--- src/rtl/wb_regfile_sb_if.sv ---
// Writeback/issue/read bundle between the pipeline front end and the
// writeback register file.
interface wb_regfile_sb_if #(
  parameter int DATA_W   = 16,
  parameter int NUM_REGS = 8,
  parameter int ADDR_W   = $clog2(NUM_REGS),
  parameter int NUM_SRC  = 3,
  parameter int SEL_W    = $clog2(NUM_SRC)
);
  logic                      wb_valid;
  logic [SEL_W-1:0]          wb_sel;
  logic [NUM_SRC*DATA_W-1:0] wb_src;
  logic                      wb_we;
  logic                      wb_setcc;
  logic [ADDR_W-1:0]         wb_dr;
  logic [DATA_W-1:0]         wb_data;
  logic                      iss_valid;
  logic [ADDR_W-1:0]         iss_dr;
  logic                      iss_ready;
  logic [ADDR_W-1:0]         sr1;
  logic [ADDR_W-1:0]         sr2;
  logic [DATA_W-1:0]         vsr1;
  logic [DATA_W-1:0]         vsr2;
  logic                      sr1_busy;
  logic                      sr2_busy;
  logic [2:0]                psr;
  logic                      wb_err;

  modport master (
    output wb_valid, wb_sel, wb_src, wb_we, wb_setcc, wb_dr,
    output iss_valid, iss_dr, sr1, sr2,
    input  wb_data, iss_ready, vsr1, vsr2, sr1_busy, sr2_busy, psr, wb_err
  );

  modport slave (
    input  wb_valid, wb_sel, wb_src, wb_we, wb_setcc, wb_dr,
    input  iss_valid, iss_dr, sr1, sr2,
    output wb_data, iss_ready, vsr1, vsr2, sr1_busy, sr2_busy, psr, wb_err
  );
endinterface

--- src/rtl/wb_regfile_sb.sv ---
// Writeback stage: source select, register file with write-through bypass,
// NZP condition codes, per-register busy scoreboard and sticky error flag.
module wb_regfile_sb #(
  parameter int DATA_W   = 16,
  parameter int NUM_REGS = 8,
  parameter int ADDR_W   = $clog2(NUM_REGS),
  parameter int NUM_SRC  = 3,
  parameter int SEL_W    = $clog2(NUM_SRC)
) (
  input logic clk,
  input logic rst,
  wb_regfile_sb_if.slave bus
);

  logic [DATA_W-1:0]        regs [NUM_REGS];
  logic [NUM_REGS-1:0]      busy;
  logic [2:0]               psr_q;
  logic                     err_q;
  logic signed [DATA_W-1:0] data;
  logic                     sel_ok;
  logic                     acc;
  logic                     clr;
  logic                     iss_set;

  function automatic logic [2:0] nzp(input logic signed [DATA_W-1:0] v);
    if (v < 0)       return 3'b100;
    else if (v == 0) return 3'b010;
    else             return 3'b001;
  endfunction

  assign sel_ok = 32'(bus.wb_sel) < 32'(NUM_SRC);
  assign acc    = bus.wb_valid && sel_ok;
  assign clr    = acc && bus.wb_we;

  always_comb begin
    data = '0;
    for (int k = 0; k < NUM_SRC; k++)
      if (sel_ok && bus.wb_sel == SEL_W'(k))
        data = bus.wb_src[k*DATA_W +: DATA_W];
  end

  assign bus.wb_data = data;

  // A write landing on the issuing register frees it in the same cycle.
  assign bus.iss_ready = !busy[bus.iss_dr] || (clr && bus.wb_dr == bus.iss_dr);
  assign iss_set       = bus.iss_valid && bus.iss_ready;

  assign bus.vsr1     = (clr && bus.wb_dr == bus.sr1) ? data : regs[bus.sr1];
  assign bus.vsr2     = (clr && bus.wb_dr == bus.sr2) ? data : regs[bus.sr2];
  assign bus.sr1_busy = busy[bus.sr1] && !(clr && bus.wb_dr == bus.sr1);
  assign bus.sr2_busy = busy[bus.sr2] && !(clr && bus.wb_dr == bus.sr2);
  assign bus.psr      = psr_q;
  assign bus.wb_err   = err_q;

  always_ff @(posedge clk) begin
    if (rst) begin
      for (int i = 0; i < NUM_REGS; i++) regs[i] <= '0;
      busy  <= '0;
      psr_q <= 3'b010;
      err_q <= 1'b0;
    end else begin
      if (clr) regs[bus.wb_dr] <= data;
      if (acc && bus.wb_setcc) psr_q <= nzp(data);
      if ((bus.wb_valid && !sel_ok) || (clr && !busy[bus.wb_dr])) err_q <= 1'b1;
      // Set takes priority so a same-cycle reissue keeps the register busy.
      for (int i = 0; i < NUM_REGS; i++) begin
        if (iss_set && bus.iss_dr == ADDR_W'(i))
          busy[i] <= 1'b1;
        else if (clr && bus.wb_dr == ADDR_W'(i))
          busy[i] <= 1'b0;
      end
    end
  end

endmodule

--- src/flat_wrapper.sv ---
// flat-port wrapper written by rule: the top's interface ports become plain ports
module wb_regfile_sb_flat 
#(
  parameter int DATA_W   = 16,
  parameter int NUM_REGS = 8,
  parameter int ADDR_W   = $clog2(NUM_REGS),
  parameter int NUM_SRC  = 3,
  parameter int SEL_W    = $clog2(NUM_SRC)
)
  (clk, rst, bus_wb_valid, bus_wb_sel, bus_wb_src, bus_wb_we, bus_wb_setcc, bus_wb_dr, bus_iss_valid, bus_iss_dr, bus_sr1, bus_sr2, bus_wb_data, bus_iss_ready, bus_vsr1, bus_vsr2, bus_sr1_busy, bus_sr2_busy, bus_psr, bus_wb_err);
  wb_regfile_sb_if #(.DATA_W(DATA_W), .NUM_REGS(NUM_REGS), .ADDR_W(ADDR_W), .NUM_SRC(NUM_SRC), .SEL_W(SEL_W)) bus_i ();
  input logic clk;
  input logic rst;
  input wire logic [$bits(bus_i.wb_valid)-1:0] bus_wb_valid;
  input wire logic [$bits(bus_i.wb_sel)-1:0] bus_wb_sel;
  input wire logic [$bits(bus_i.wb_src)-1:0] bus_wb_src;
  input wire logic [$bits(bus_i.wb_we)-1:0] bus_wb_we;
  input wire logic [$bits(bus_i.wb_setcc)-1:0] bus_wb_setcc;
  input wire logic [$bits(bus_i.wb_dr)-1:0] bus_wb_dr;
  input wire logic [$bits(bus_i.iss_valid)-1:0] bus_iss_valid;
  input wire logic [$bits(bus_i.iss_dr)-1:0] bus_iss_dr;
  input wire logic [$bits(bus_i.sr1)-1:0] bus_sr1;
  input wire logic [$bits(bus_i.sr2)-1:0] bus_sr2;
  output wire logic [$bits(bus_i.wb_data)-1:0] bus_wb_data;
  output wire logic [$bits(bus_i.iss_ready)-1:0] bus_iss_ready;
  output wire logic [$bits(bus_i.vsr1)-1:0] bus_vsr1;
  output wire logic [$bits(bus_i.vsr2)-1:0] bus_vsr2;
  output wire logic [$bits(bus_i.sr1_busy)-1:0] bus_sr1_busy;
  output wire logic [$bits(bus_i.sr2_busy)-1:0] bus_sr2_busy;
  output wire logic [$bits(bus_i.psr)-1:0] bus_psr;
  output wire logic [$bits(bus_i.wb_err)-1:0] bus_wb_err;
  assign bus_i.wb_valid = bus_wb_valid;
  assign bus_i.wb_sel = bus_wb_sel;
  assign bus_i.wb_src = bus_wb_src;
  assign bus_i.wb_we = bus_wb_we;
  assign bus_i.wb_setcc = bus_wb_setcc;
  assign bus_i.wb_dr = bus_wb_dr;
  assign bus_i.iss_valid = bus_iss_valid;
  assign bus_i.iss_dr = bus_iss_dr;
  assign bus_i.sr1 = bus_sr1;
  assign bus_i.sr2 = bus_sr2;
  assign bus_wb_data = bus_i.wb_data;
  assign bus_iss_ready = bus_i.iss_ready;
  assign bus_vsr1 = bus_i.vsr1;
  assign bus_vsr2 = bus_i.vsr2;
  assign bus_sr1_busy = bus_i.sr1_busy;
  assign bus_sr2_busy = bus_i.sr2_busy;
  assign bus_psr = bus_i.psr;
  assign bus_wb_err = bus_i.wb_err;
  wb_regfile_sb #(.DATA_W(DATA_W), .NUM_REGS(NUM_REGS), .ADDR_W(ADDR_W), .NUM_SRC(NUM_SRC), .SEL_W(SEL_W)) u_core (.clk(clk), .rst(rst), .bus(bus_i));
endmodule
--- config.mk ---
export PLATFORM = sky130hd
export DESIGN_NAME = wb_regfile_sb_flat
export DESIGN_NICKNAME = d
export VERILOG_FILES = /design/src/rtl/wb_regfile_sb_if.sv /design/src/rtl/wb_regfile_sb.sv /design/src/flat_wrapper.sv
export SDC_FILE = /design/constraint.sdc
export NUM_CORES = 1
export LEC_CHECK = 0
export CAP_MARGIN = 20
export CELL_PAD_IN_SITES_DETAIL_PLACEMENT = 0
export CELL_PAD_IN_SITES_GLOBAL_PLACEMENT = 1
export CORE_MARGIN = 5
export CORE_UTILIZATION = 37
export DETAILED_ROUTE_END_ITERATION = 8
export DONT_BUFFER_PORTS = 1
export PLACE_DENSITY = 0.72
export REMOVE_ABC_BUFFERS = 1
export SYNTH_ARGS = -nofsm -noshare
export SYNTH_HDL_FRONTEND = slang
export SYNTH_SLANG_ARGS = --single-unit
--- constraint.sdc ---
create_clock -name clk -period 3.3 [get_ports clk]
set_input_delay 0.825 -clock clk [delete_from_list [all_inputs] [get_ports clk]]
set_output_delay 0.825 -clock clk [all_outputs]
set_load 0.01 [all_outputs]
==> impl_results.md <==
* CTS max path bufs at 2
* CP Cell Sequence: nand2_2 -> nand3_4 -> nor4_4 -> buf_12 -> a211oi_1 -> a21oi_1 -> buf_4
* Number of hold buffers added after cts at 0
* Fillers at 2043
* Critical R2R Launch: u_core.busy[7]
* CP max-delay cell: nor4_4
* Status: completed
* Reg2reg end: u_core.busy[7]
* Number of synthesized flops with an enable pin at 128
* Die Height at 158 µm
* HPWL Detailed at 15.6 mm
* Maximum VDD drop at 432 µV
* Async SR Flop Fraction at 0%
* Hold WC Path Type: in -> reg
* Final min period at 2910 ps
* Clk_lat worst skew at 420 ps
* Unrepaired setup endpoints after global routing: false
* Chip width at 158 µm
* Critical path class: in -> out
* Hold Fails Final Rpt at 0
* Clock transition at path regs at 60 ps
* Reg2reg path depth at 4
* Via density at 6.01
* Drt initial violations at 527
* Total global-route track usage at 19.4%
* Vias in the first global route at 5812
* DRT antenna net count at 0
* Die area at 25100 µm²
* FF-to-FF setup slack at 1860 ps
* Max Cap Violations at 0
* Core footprint at 21800 µm²
* Leakage power total at 3.11 nW
* Worst hold path depth at 1
* Relative slew slack at 43.9%
* Period utilization at 88.2%
* Syn Area/Cell at 12.6 µm²
* Area delta synth->final at 10.9%
* Crit path max-delay family: simple AND/OR/NAND/NOR gates
* Final nets at 712
* CTS tree: done
* Antenna violations before repair at 3
* I/O pin total at 123
* Critical Path RT at 2470 ps
* FF+latch count, synth at 140
* Worst setup EP type: output pin
* Slew Limit Fails at 0
* Top cell type's share of synthesized area at 47.2%
* Worst Skew at 2.22 ps
* Worst Hold End: u_core.busy[5]
* Floorplan row count at 54
* Htree depth at 4
* Yosys cell types at 40
* CTS Buf Count at 17
* Drc violations at 0
* Power, Total at 0.00439 W
* Reg area at 4080 µm²
* Seq/Total Area, Yosys at 50.2%
* GR Overflow Total at 0
* CP startpoint kind: input port
* Hold Path Origin: rst
* Post-CTS Setup Inserts at 0
* Worst slew pin tran at 840 ps
* Final GP Congestion at 0.806
* Dominant cells by area after synthesis: edfxtp_1 47%, mux4_2 20%, nor2_1 6.1%
* CP arrival at 2080 ps
* Area of the multi-input gates at 3660 µm²
* Post-CTS sizing at 0
* Effective utilization at floorplan at 37.4%
* CTS root buf: clkbuf_16
* Critical Path Fanout Max at 28
* Worst slack, placed at 394 ps
* First-pass GRT wire length at 35.4 mm
* Top FF cell, synth: edfxtp_1
* DR vias at 5643
* Setup TNS at 0 ps
* Final setup fails at 0
* Sink Count at 140
* CP max stage delay at 380 ps
* Max Clk Rate at 0.344 GHz
* DR WL/cell at 25.5 µm
* CP Buf/Inv Count at 2
* Largest net degree at the start of global routing at 36
* Post-Route WL at 23.9 mm
* Cell count after synthesis at 646
* Final WS setup at 391 ps
* Power Dens Cells at 486 nW/µm²
* Yosys top cell by area: edfxtp_1
* Layout cell share with drive strength beyond 1 at 23.6%
* Syn Std Cell Area at 8140 µm²
* IO Port Bufs at 0
* Drt pass-1 iters at 7
* YS warnings at 0
synth_stat cells (2+ instances only):
library cell,number
buf_6,7
mux4_2,72
xnor2_1,3
clkbuf_1,25
a211oi_1,18
mux2i_1,33
a2bb2oi_1,13
nand2b_1,3
nor4_4,2
xor2_1,6
nand3_1,8
nand4_1,8
a31oi_1,2
o21ai_0,12
inv_1,16
dfxtp_1,12
buf_1,2
buf_2,31
nor2_1,133
and3_1,2
a2bb2oi_2,3
a21oi_1,27
o21ai_1,17
edfxtp_1,128
o31ai_1,4
nor2b_1,23
nand2_1,23
worst reg2reg max path, stage by stage (launching register included):
cell and delay (ps):
dfxtp_1 360, mux4_2 500, o21ai_1 210, nand4_1 150, a21oi_1 150
layout make-up:
cell class	count	area share (%)
repair buffers	45	3.88
flip-flops and latches	140	45.2
well taps	280	3.88
clock buffers	20	4.83
diodes	2	0.0554
multi-input cells	423	40.5
clock inverters	12	0.887
inverters	17	0.706
sequential cells by signal (all words and copies together) (netlist names):
register and count:
u_core.bus.psr 3, u_core.regs 128, u_core.busy 8, u_core.bus.wb_err 1
worst max path at each step:
stage | start | end | slack [ps] | depth (start not counted)
3_5_place_dp | bus_wb_sel[1] | bus_vsr2[15] | 390 | 7
4_1_cts | bus_wb_sel[1] | bus_vsr2[15] | 380 | 7
2_1_floorplan | bus_wb_sel[1] | bus_vsr1[0] | 130 | 5
6_report | bus_wb_sel[1] | bus_vsr2[15] | 390 | 7
5_1_grt | bus_wb_sel[1] | bus_vsr2[15] | 260 | 7
3_3_place_gp | bus_wb_sel[1] | bus_vsr1[4] | 400 | 6
power by group:
part           switching [W]  leakage [nW]  internal [W]
registers          0.0000513          1.32       0.00204
logic               0.000303          1.53      0.000291
clock network       0.000699         0.252       0.00101
total                0.00105          3.11       0.00334
cell usage in the layout, fill, tap and decap left out, types with 17 or more instances in the layout:
cell and count:
a211oi_1 18, o21ai_1 23, nor2_1 133, nor2b_1 23, nand2_1 23, buf_4 44, mux2i_1 33, clkbuf_16 17
mux4_2 72, edfxtp_1 128, a21oi_1 27
stage by stage:
step / hold slack (ps) / std cells / util [%] / instance area, µm²
final: 460 / 939 / 41.5 / 9030
after CTS: 444 / 937 / 41.5 / 9030
after global placement: 506 / 905 / 39.1 / 8510
after detailed placement: 522 / 905 / 39.1 / 8510
after global routing: 443 / 939 / 41.5 / 9030
after floorplan: 469 / 580 / - / 7800
kinds of logic after synthesis:
kind of cell | Yosys count | synth area share (%)
buffers and inverters | 83 | 4.99
muxes | 106 | 24.1
and+or+nand+nor | 210 | 12.0
DFF | 140 | 50.2
xor gates and xnor gates | 9 | 0.968
AOI/OAI and AO/OA | 98 | 7.81
layer usage:
layer,wire [µm],global-route usage (%),vias to the layer above
li1,-,-,2439
met1,8880,24.1,2860
met2,12300,33.9,292
met3,2140,4.54,50
met4,567,5.89,2
met5,18,0,-
Power figures use the tool's default switching activity.
